===== src/rtl/id_stage.sv =====
// id_stage: RV32I decode stage sitting between fetch and execute.
// Holds the fetched instruction in D, decodes it, reads/bypasses
// operands and registers the result in E (the ex_* outputs).
// Ports:
//   clk, reset          - clock, synchronous active-high reset
//   if_valid/if_ready   - fetch handshake; if_instr, if_pc payload
//   ra1/ra2, re1/re2    - register file read address / enable
//   data1/data2         - register file read data (combinational)
//   wb_we/wb_wa/wb_wdata- writeback port, bypassed into operands
//   flush               - kill D and E contents
//   ex_valid/ex_ready   - execute handshake; ex_* decoded payload
module id_stage #(
    parameter int XLEN      = 32,
    parameter bit WB_BYPASS = 1'b1
) (
    input  logic            clk,
    input  logic            reset,
    input  logic            if_valid,
    input  logic [31:0]     if_instr,
    input  logic [XLEN-1:0] if_pc,
    output logic            if_ready,
    output logic [4:0]      ra1,
    output logic [4:0]      ra2,
    output logic            re1,
    output logic            re2,
    input  logic [XLEN-1:0] data1,
    input  logic [XLEN-1:0] data2,
    input  logic            wb_we,
    input  logic [4:0]      wb_wa,
    input  logic [XLEN-1:0] wb_wdata,
    input  logic            flush,
    output logic            ex_valid,
    input  logic            ex_ready,
    output logic [XLEN-1:0] ex_pc,
    output logic [XLEN-1:0] ex_rs1_val,
    output logic [XLEN-1:0] ex_rs2_val,
    output logic [XLEN-1:0] ex_imm,
    output logic [4:0]      ex_rd,
    output logic            ex_rd_we,
    output logic [6:0]      ex_opcode,
    output logic [2:0]      ex_funct3,
    output logic            ex_funct7b5,
    output logic            ex_is_load,
    output logic            ex_illegal
);

    localparam logic [6:0] OP_LUI    = 7'b0110111;
    localparam logic [6:0] OP_AUIPC  = 7'b0010111;
    localparam logic [6:0] OP_JAL    = 7'b1101111;
    localparam logic [6:0] OP_JALR   = 7'b1100111;
    localparam logic [6:0] OP_BRANCH = 7'b1100011;
    localparam logic [6:0] OP_LOAD   = 7'b0000011;
    localparam logic [6:0] OP_STORE  = 7'b0100011;
    localparam logic [6:0] OP_IMM    = 7'b0010011;
    localparam logic [6:0] OP_REG    = 7'b0110011;
    localparam logic [6:0] OP_FENCE  = 7'b0001111;
    localparam logic [6:0] OP_SYSTEM = 7'b1110011;

    logic            d_valid;
    logic [31:0]     d_instr;
    logic [XLEN-1:0] d_pc;

    logic [6:0] opc;
    logic [4:0] rs1;
    logic [4:0] rs2;
    logic [4:0] rd;
    logic is_lui, is_auipc, is_jal, is_jalr, is_br;
    logic is_ld, is_st, is_imm, is_reg, is_fence, is_sys;
    logic illegal;
    logic uses_rs1, uses_rs2, writes_rd, rd_we;
    logic byp1, byp2;
    logic stall, e_free, advance;
    logic [XLEN-1:0] imm, op1, op2;

    assign opc = d_instr[6:0];
    assign rs1 = d_instr[19:15];
    assign rs2 = d_instr[24:20];
    assign rd  = d_instr[11:7];

    assign is_lui   = (opc == OP_LUI);
    assign is_auipc = (opc == OP_AUIPC);
    assign is_jal   = (opc == OP_JAL);
    assign is_jalr  = (opc == OP_JALR);
    assign is_br    = (opc == OP_BRANCH);
    assign is_ld    = (opc == OP_LOAD);
    assign is_st    = (opc == OP_STORE);
    assign is_imm   = (opc == OP_IMM);
    assign is_reg   = (opc == OP_REG);
    assign is_fence = (opc == OP_FENCE);
    assign is_sys   = (opc == OP_SYSTEM);

    assign illegal = !(is_lui | is_auipc | is_jal | is_jalr | is_br |
                       is_ld | is_st | is_imm | is_reg | is_fence |
                       is_sys);

    assign uses_rs1  = is_reg | is_imm | is_ld | is_st | is_br | is_jalr;
    assign uses_rs2  = is_reg | is_st | is_br;
    assign writes_rd = !(is_st | is_br);
    assign rd_we     = writes_rd & (rd != 5'd0) & !illegal;

    assign ra1 = rs1;
    assign ra2 = rs2;
    assign re1 = d_valid & uses_rs1;
    assign re2 = d_valid & uses_rs2;

    // The register file has no write-through, so a same-cycle
    // writeback to a source register must be taken from wb_wdata.
    assign byp1 = WB_BYPASS && wb_we && (wb_wa != 5'd0) && (wb_wa == rs1);
    assign byp2 = WB_BYPASS && wb_we && (wb_wa != 5'd0) && (wb_wa == rs2);
    assign op1  = !re1 ? '0 : (byp1 ? wb_wdata : data1);
    assign op2  = !re2 ? '0 : (byp2 ? wb_wdata : data2);

    always_comb begin
        imm = '0;
        unique case (1'b1)
            is_imm, is_ld, is_jalr, is_fence, is_sys:
                imm = {{20{d_instr[31]}}, d_instr[31:20]};
            is_st:
                imm = {{20{d_instr[31]}}, d_instr[31:25], d_instr[11:7]};
            is_br:
                imm = {{19{d_instr[31]}}, d_instr[31], d_instr[7],
                       d_instr[30:25], d_instr[11:8], 1'b0};
            is_lui, is_auipc:
                imm = {d_instr[31:12], 12'b0};
            is_jal:
                imm = {{11{d_instr[31]}}, d_instr[31], d_instr[19:12],
                       d_instr[20], d_instr[30:21], 1'b0};
            default:
                imm = '0;
        endcase
    end

    // A load in E cannot forward its data yet; hold the consumer in D
    // for one cycle until the load has left E.
    assign stall = d_valid & ex_valid & ex_is_load & (ex_rd != 5'd0) &
                   ((uses_rs1 & (rs1 == ex_rd)) |
                    (uses_rs2 & (rs2 == ex_rd)));

    assign e_free   = !ex_valid | ex_ready;
    assign advance  = d_valid & !stall & e_free;
    assign if_ready = !d_valid | advance;

    always_ff @(posedge clk) begin
        if (reset) begin
            d_valid <= 1'b0;
            d_instr <= '0;
            d_pc    <= '0;
        end else if (flush) begin
            d_valid <= 1'b0;
        end else if (if_valid && if_ready) begin
            d_valid <= 1'b1;
            d_instr <= if_instr;
            d_pc    <= if_pc;
        end else if (advance) begin
            d_valid <= 1'b0;
        end
    end

    always_ff @(posedge clk) begin
        if (reset) begin
            ex_valid    <= 1'b0;
            ex_pc       <= '0;
            ex_rs1_val  <= '0;
            ex_rs2_val  <= '0;
            ex_imm      <= '0;
            ex_rd       <= '0;
            ex_rd_we    <= 1'b0;
            ex_opcode   <= '0;
            ex_funct3   <= '0;
            ex_funct7b5 <= 1'b0;
            ex_is_load  <= 1'b0;
            ex_illegal  <= 1'b0;
        end else if (flush) begin
            ex_valid <= 1'b0;
        end else if (advance) begin
            ex_valid    <= 1'b1;
            ex_pc       <= d_pc;
            ex_rs1_val  <= op1;
            ex_rs2_val  <= op2;
            ex_imm      <= imm;
            ex_rd       <= rd;
            ex_rd_we    <= rd_we;
            ex_opcode   <= opc;
            ex_funct3   <= d_instr[14:12];
            ex_funct7b5 <= d_instr[30];
            ex_is_load  <= is_ld;
            ex_illegal  <= illegal;
        end else if (e_free) begin
            // Bubble: payload fields keep their old value.
            ex_valid <= 1'b0;
        end
    end

endmodule


===== config.mk =====
export PLATFORM = sky130hd
export DESIGN_NAME = id_stage
export DESIGN_NICKNAME = d
export VERILOG_FILES = /design/src/rtl/id_stage.sv
export SDC_FILE = /design/constraint.sdc
export NUM_CORES = 1
export LEC_CHECK = 0
export BUFFER_PORTS_ARGS = -buffer_cell sky130_fd_sc_hd__buf_4
export CAP_MARGIN = 0
export CORE_MARGIN = 2
export CORE_UTILIZATION = 30
export CTS_CLUSTER_DIAMETER = 120
export DETAILED_ROUTE_END_ITERATION = 8
export GPL_TIMING_DRIVEN = 1
export PLACE_DENSITY = 0.62
export SLEW_MARGIN = 40
export SYNTH_ARGS = -nofsm -noshare
export SYNTH_HDL_FRONTEND = slang
export SYNTH_SLANG_ARGS = --single-unit

===== constraint.sdc =====
create_clock -name clk -period 2.5 [get_ports clk]
set_input_delay 0.375 -clock clk [delete_from_list [all_inputs] [get_ports clk]]
set_output_delay 0.375 -clock clk [all_outputs]
set_load 0.05 [all_outputs]

### After elaboration in Yosys (flattened, before gate mapping)

Cells that the tools add are included.

| storage, ports and cells | value |
|---|---|
| register bits | 213 |
| bits of input ports | 171 |
| logic and storage cells | 92 |

| cells by class | value |
|---|---|
| eq/ne operators | 15 |
| reduce and logical (&&, ||, !) cells | 19 |
| bitwise operators | 34 |
| multiplexer cells | 9 |

Operator list:

| operator | number |
|---|---|
| one-hot mux 32 bit (5 select lines) | 1 |
| 2-to-1 mux 32 bit | 4 |
| == test 7 bit (second input constant) | 4 |
| == test 7 x 6 -> 1 bit (second input constant) | 3 |
| OR 1 bit | 21 |
| == test 5 bit | 4 |
| nonzero test 5 bit | 3 |
| == test 7 x 5 -> 1 bit (second input constant) | 2 |
| AND 1 bit | 12 |
| == test 7 x 2 -> 1 bit (second input constant) | 1 |
| == test 7 x 4 -> 1 bit (second input constant) | 1 |
| zero test 1 bit | 5 |
| OR reduction 5 bit | 1 |
| logical AND 1 bit | 4 |
| 2-to-1 mux 1 bit | 4 |
| AND reduction 2 bit | 2 |
| nonzero test 2 bit | 2 |
| OR reduction 2 bit | 2 |
| inverter 1 bit | 1 |

### Depth between registers and ports, before layout

| depth | value |
|---|---|
| depth in word-level cells | 15 |
| gate-level depth with buffers | 9 |
| gate-level depth less buffers | 6 |

### Worst setup path before layout

Ideal clock, no wire load.

| timing | value |
|---|---|
| kind | reg2out |
| start point | reg ex_rd[4] |
| end point | out if_ready |
| stages on the path, launching flop included | 6 |
| arrival | 2.321 ns |
| setup slack | -0.196 ns |
| path through | dfxtp_1 -> or3_1 -> o311a_1 -> a21boi_2 -> buf_2 -> o21ai_1 |

| between the ends | value |
|---|---|
| word-level cells in the longest chain between the ends | 8 |

RTL lines:

| what | line | source |
|---|---|---|
| start, declared | 38 | `output logic [4:0] ex_rd,` |
| start signal, assigned | 181 | `ex_rd <= rd;` |
| == test 5 bit (on tied branches) | 136, 137 |  |
| AND 1 bit (on tied branches) | 136, 137 |  |
| OR 1 bit | 136 | `((uses_rs1 & (rs1 == ex_rd)) \|` |
| AND 1 bit * | 135 | `assign stall = d_valid & ex_valid & ex_is_load & (ex_rd != 5'd0) &` |
| zero test 1 bit * | 140 | `assign advance = d_valid & !stall & e_free;` |
| AND 1 bit * (2 in series) | 140 |  |
| OR 1 bit * | 141 | `assign if_ready = !d_valid \| advance;` |
| end, declared | 21 | `output logic if_ready,` |

Mark *: on every way between the ends. The rest lies on a longest branch, timed or not.

### Final worst setup path

| timing | value |
|---|---|
| start point | reg d_instr[6] |
| end point | out if_ready |

| between the ends | value |
|---|---|
| word-level cells in the longest chain between the ends | 13 |

RTL lines:

| what | line | source |
|---|---|---|
| start, declared | 60 | `logic [31:0] d_instr;` |
| start signal, assigned | 152 | `d_instr <= if_instr;` |
| == test 7 x 6 -> 1 bit or == test 7 x 5 -> 1 bit (tied branches) | 88, 87 |  |
| OR 1 bit (5 in series) | 96 | `assign uses_rs1 = is_reg \| is_imm \| is_ld \| is_st \| is_br \| is_jalr;` |
| AND 1 bit | 136 |  |
| OR 1 bit * | 136 |  |
| AND 1 bit * | 135 |  |
| zero test 1 bit * | 140 |  |
| AND 1 bit * (2 in series) | 140 |  |
| OR 1 bit * | 141 |  |

Marked as above.

==> run summary <==
Final Util - 0.4329
Commonest cells after routing, fill and taps aside - 385 x buf_4, 210 x dfxtp_1, 159 x nand2_1
Period utilization - 1.062
Congestion Overflow GR - 0
Clock sinks - 213
Layout cells sized above 1 - 0.3433
LEAKAGE - 5.495 nW
Sw Share - 0.2423
RSZ-0062 raised after global routing - true
GR Util All Layers - 0.1976
Hold_buf cts - 0
Placed Area - 0.01264 mm^2
Gate power share - 0.107
Core area - 0.03156 mm^2
Filler instances - 3145
HP Class - in -> reg
Crit-path max FO - 3
Arr. time, crit path - 2280 ps
Max-slew violation count - 0
Vias in the first global route - 9078
Failing checks - setup timing
Die width - 183.0 um
Worst setup path class - reg -> out
Commonest non-fill, non-tap cell in the layout - buf_4
Post-Syn Nets - 1186
Placed Instances - 1691
Startpoint Class - register
ANT cells - 0
Clock Tree Buf Depth - 3
Worst VDD drop - 0.3947 mV
CTS buffer count - 24
Skew final - 11.96 ps
Post-Syn Area per Cell - 9.475 um^2
Hold Vio Cnt, Final - 0
Clock network fraction of total power - 0.464
Post-synth EDFFs - 0
Initial DRC count - 500
Clk Latency, worst-skew pair - 520 ps
Die height - 183.0 um
1st-pass router iterations - 4
DR DRC count - 0
Root Driver - clkbuf_16
I/O pin total - 332
Mapped Area - 0.009617 mm^2
Sw Pwr - 1.981 mW
RD Place Congestion - 0.9105
Async SR Flop Fraction - 0
Post-synthesis sequential area ratio - 0.4434
Final Instance Area - 0.01366 mm^2
H-Tree Depth - 1
Synth cell types - 49
Mapped Cells - 1015
I/O Buffers - 331
Setup ws final - -156.2 ps
Final wirelength - 34320 um
Power Internal - 6.196 mW
First-pass GRT wire length - 52720 um
Top FF cell, synth - dfxtp_1
Fin crit period - 2656 ps
Status - finished with violations
Initial core utilization - 0.3048
P&R area growth vs syn - 42.05%
PwrDens - 598.6 mW/mm^2
Sequential Power Share - 0.429
Max_slew headroom - 0.5664
Final ANT Viol Nets - 0
Synth warn - 0
#FFs+latches synth - 213
FMAX - 0.3765 GHz
Final hold slack - 67.94 ps
Detailed-route via count - 9193
Row cnt - 65
Antenna violations before repair - 0
Finished Layout Cells - 1745
Largest net degree at the start of global routing - 77
Via density - 5.268
Wire per inst - 19.67 um
Die ar. - 0.03350 mm^2
Final setup viols - 22
TritonCTS clock tree - yes
Slew at the pin closest to its max-slew limit - 648.9 ps
Clock-pin slew on the worst setup and hold paths - 70 ps
Nets - 1497
CP endpoint kind - output pin
Max Cap Violations - 0
Detailed Place HPWL - 24180 um
Worst Path Required - 2120 ps
-- routing by layer --
metal / wire length [um] / vias up / global-route usage
met1: 14520 / 4440 / 0.2494
li1: - / 4372 / -
met3: 2310 / 64 / 0.04230
met2: 16370 / 317 / 0.3359
met4: 1123 / 0 / 0.06368
met5: 0 / - / 0
-- state kept, by name, indices dropped and copies added (netlist names) --
register     flops
ex_funct3        3
ex_funct7b5      1
ex_pc           32
ex_opcode        7
ex_rd            5
ex_is_load       1
d_pc            32
d_instr         32
ex_rd_we         1
d_valid          1
ex_illegal       1
ex_rs1_val      32
ex_imm          32
ex_rs2_val      32
ex_valid         1
-- timing repair --
action | 4_1_cts | 5_1_grt
setup buffers | 6 | 4
cloned | 1 | 0
pin swaps | 5 | 4
setup endpoints to repair | 213 | 87
gates resized for setup | 8 | 8
-- critical path, stage by stage, from the launching register on --
cell	delay (ps)
dfxtp_4	340
or2_4	230
a211oi_4	310
nand4_1	240
a21boi_4	280
buf_12	140
o21ai_4	50
buf_8	170
-- cell usage after synthesis, types with 3 or more instances --
cell type  count  share of area
nand2_1      160          0.062
nor3_1        55          0.029
nand4_1        6         0.0039
nor2_1         7         0.0027
nor2b_1        4         0.0026
inv_1          4         0.0016
a21oi_1       33          0.017
o22ai_1        3         0.0020
buf_2         29          0.015
o21ai_1        4         0.0021
dfxtp_1      213           0.44
xnor2_1       11          0.010
nor3b_1        3         0.0023
a31o_1       119           0.11
a311oi_1      19          0.017
nor4_1        71          0.046
buf_4         18          0.014
clkbuf_1      61          0.024
and2_1         4         0.0026
a32oi_1        6         0.0055
a211oi_1       8         0.0062
mux2i_1      128           0.13
nand3_1        5         0.0026
buf_12         6          0.012
xor2_1        10         0.0091
-- metrics by stage --
step / setup TNS (ps) / setup slack, ps / power [mW]
finish: -886.9 / -156.2 / 8.177
global route: -3759 / -248.6 / 8.472
CTS: -1883 / -227.8 / 8.268
detailed placement: -22360 / -268.6 / 4.448
global placement: -17290 / -227.1 / 4.442
floorplan: 0 / 80.75 / 4.046
-- final cells by class --
cell class / count / area [um^2] / area share
inverters: 5 / 23.77 / 0.001740
flip-flops and latches: 213 / 4270 / 0.3126
clock buffers: 34 / 729.5 / 0.05340
multi-input cells: 680 / 4781 / 0.3500
well taps: 402 / 503.0 / 0.03682
clock inverters: 9 / 123.9 / 0.009068
repair buffers: 402 / 3229 / 0.2364
-- final timing paths --
| path | endpoint | start | cells after the start | slack (ps) |
|---|---|---|---|---|
| min | d_valid$_SDFFE_PP0P_ | flush | 2 | 70 |
| min reg2reg | ex_rd_we$_SDFFE_PP0P_ | ex_rd_we$_SDFFE_PP0P_ | 2 | 460 |
| max reg2reg | ex_rs2_val[21]$_SDFFE_PP0P_ | d_instr[6]$_SDFFE_PP0P_ | 9 | -40 |
| max | if_ready | d_instr[6]$_SDFFE_PP0P_ | 7 | -160 |
-- cell families after synthesis --
kind of cell,after synthesis,share of synthesized area
buf+inv,122,0.06935
compound gates,204,0.1701
flops,213,0.4434
simple gates,326,0.1637
xor+xnor,21,0.01913
mux,129,0.1344
-- power by group through the flow --
stage,logic [mW],registers (mW),clock network [mW]
floorplan,0.405,3.64,0
global placement,0.861,3.58,0
detailed placement,0.866,3.58,0
CTS,0.875,3.51,3.89
global route,0.940,3.51,4.02
finish,0.875,3.51,3.80
Note: power is estimated with default switching activity, not from simulation.
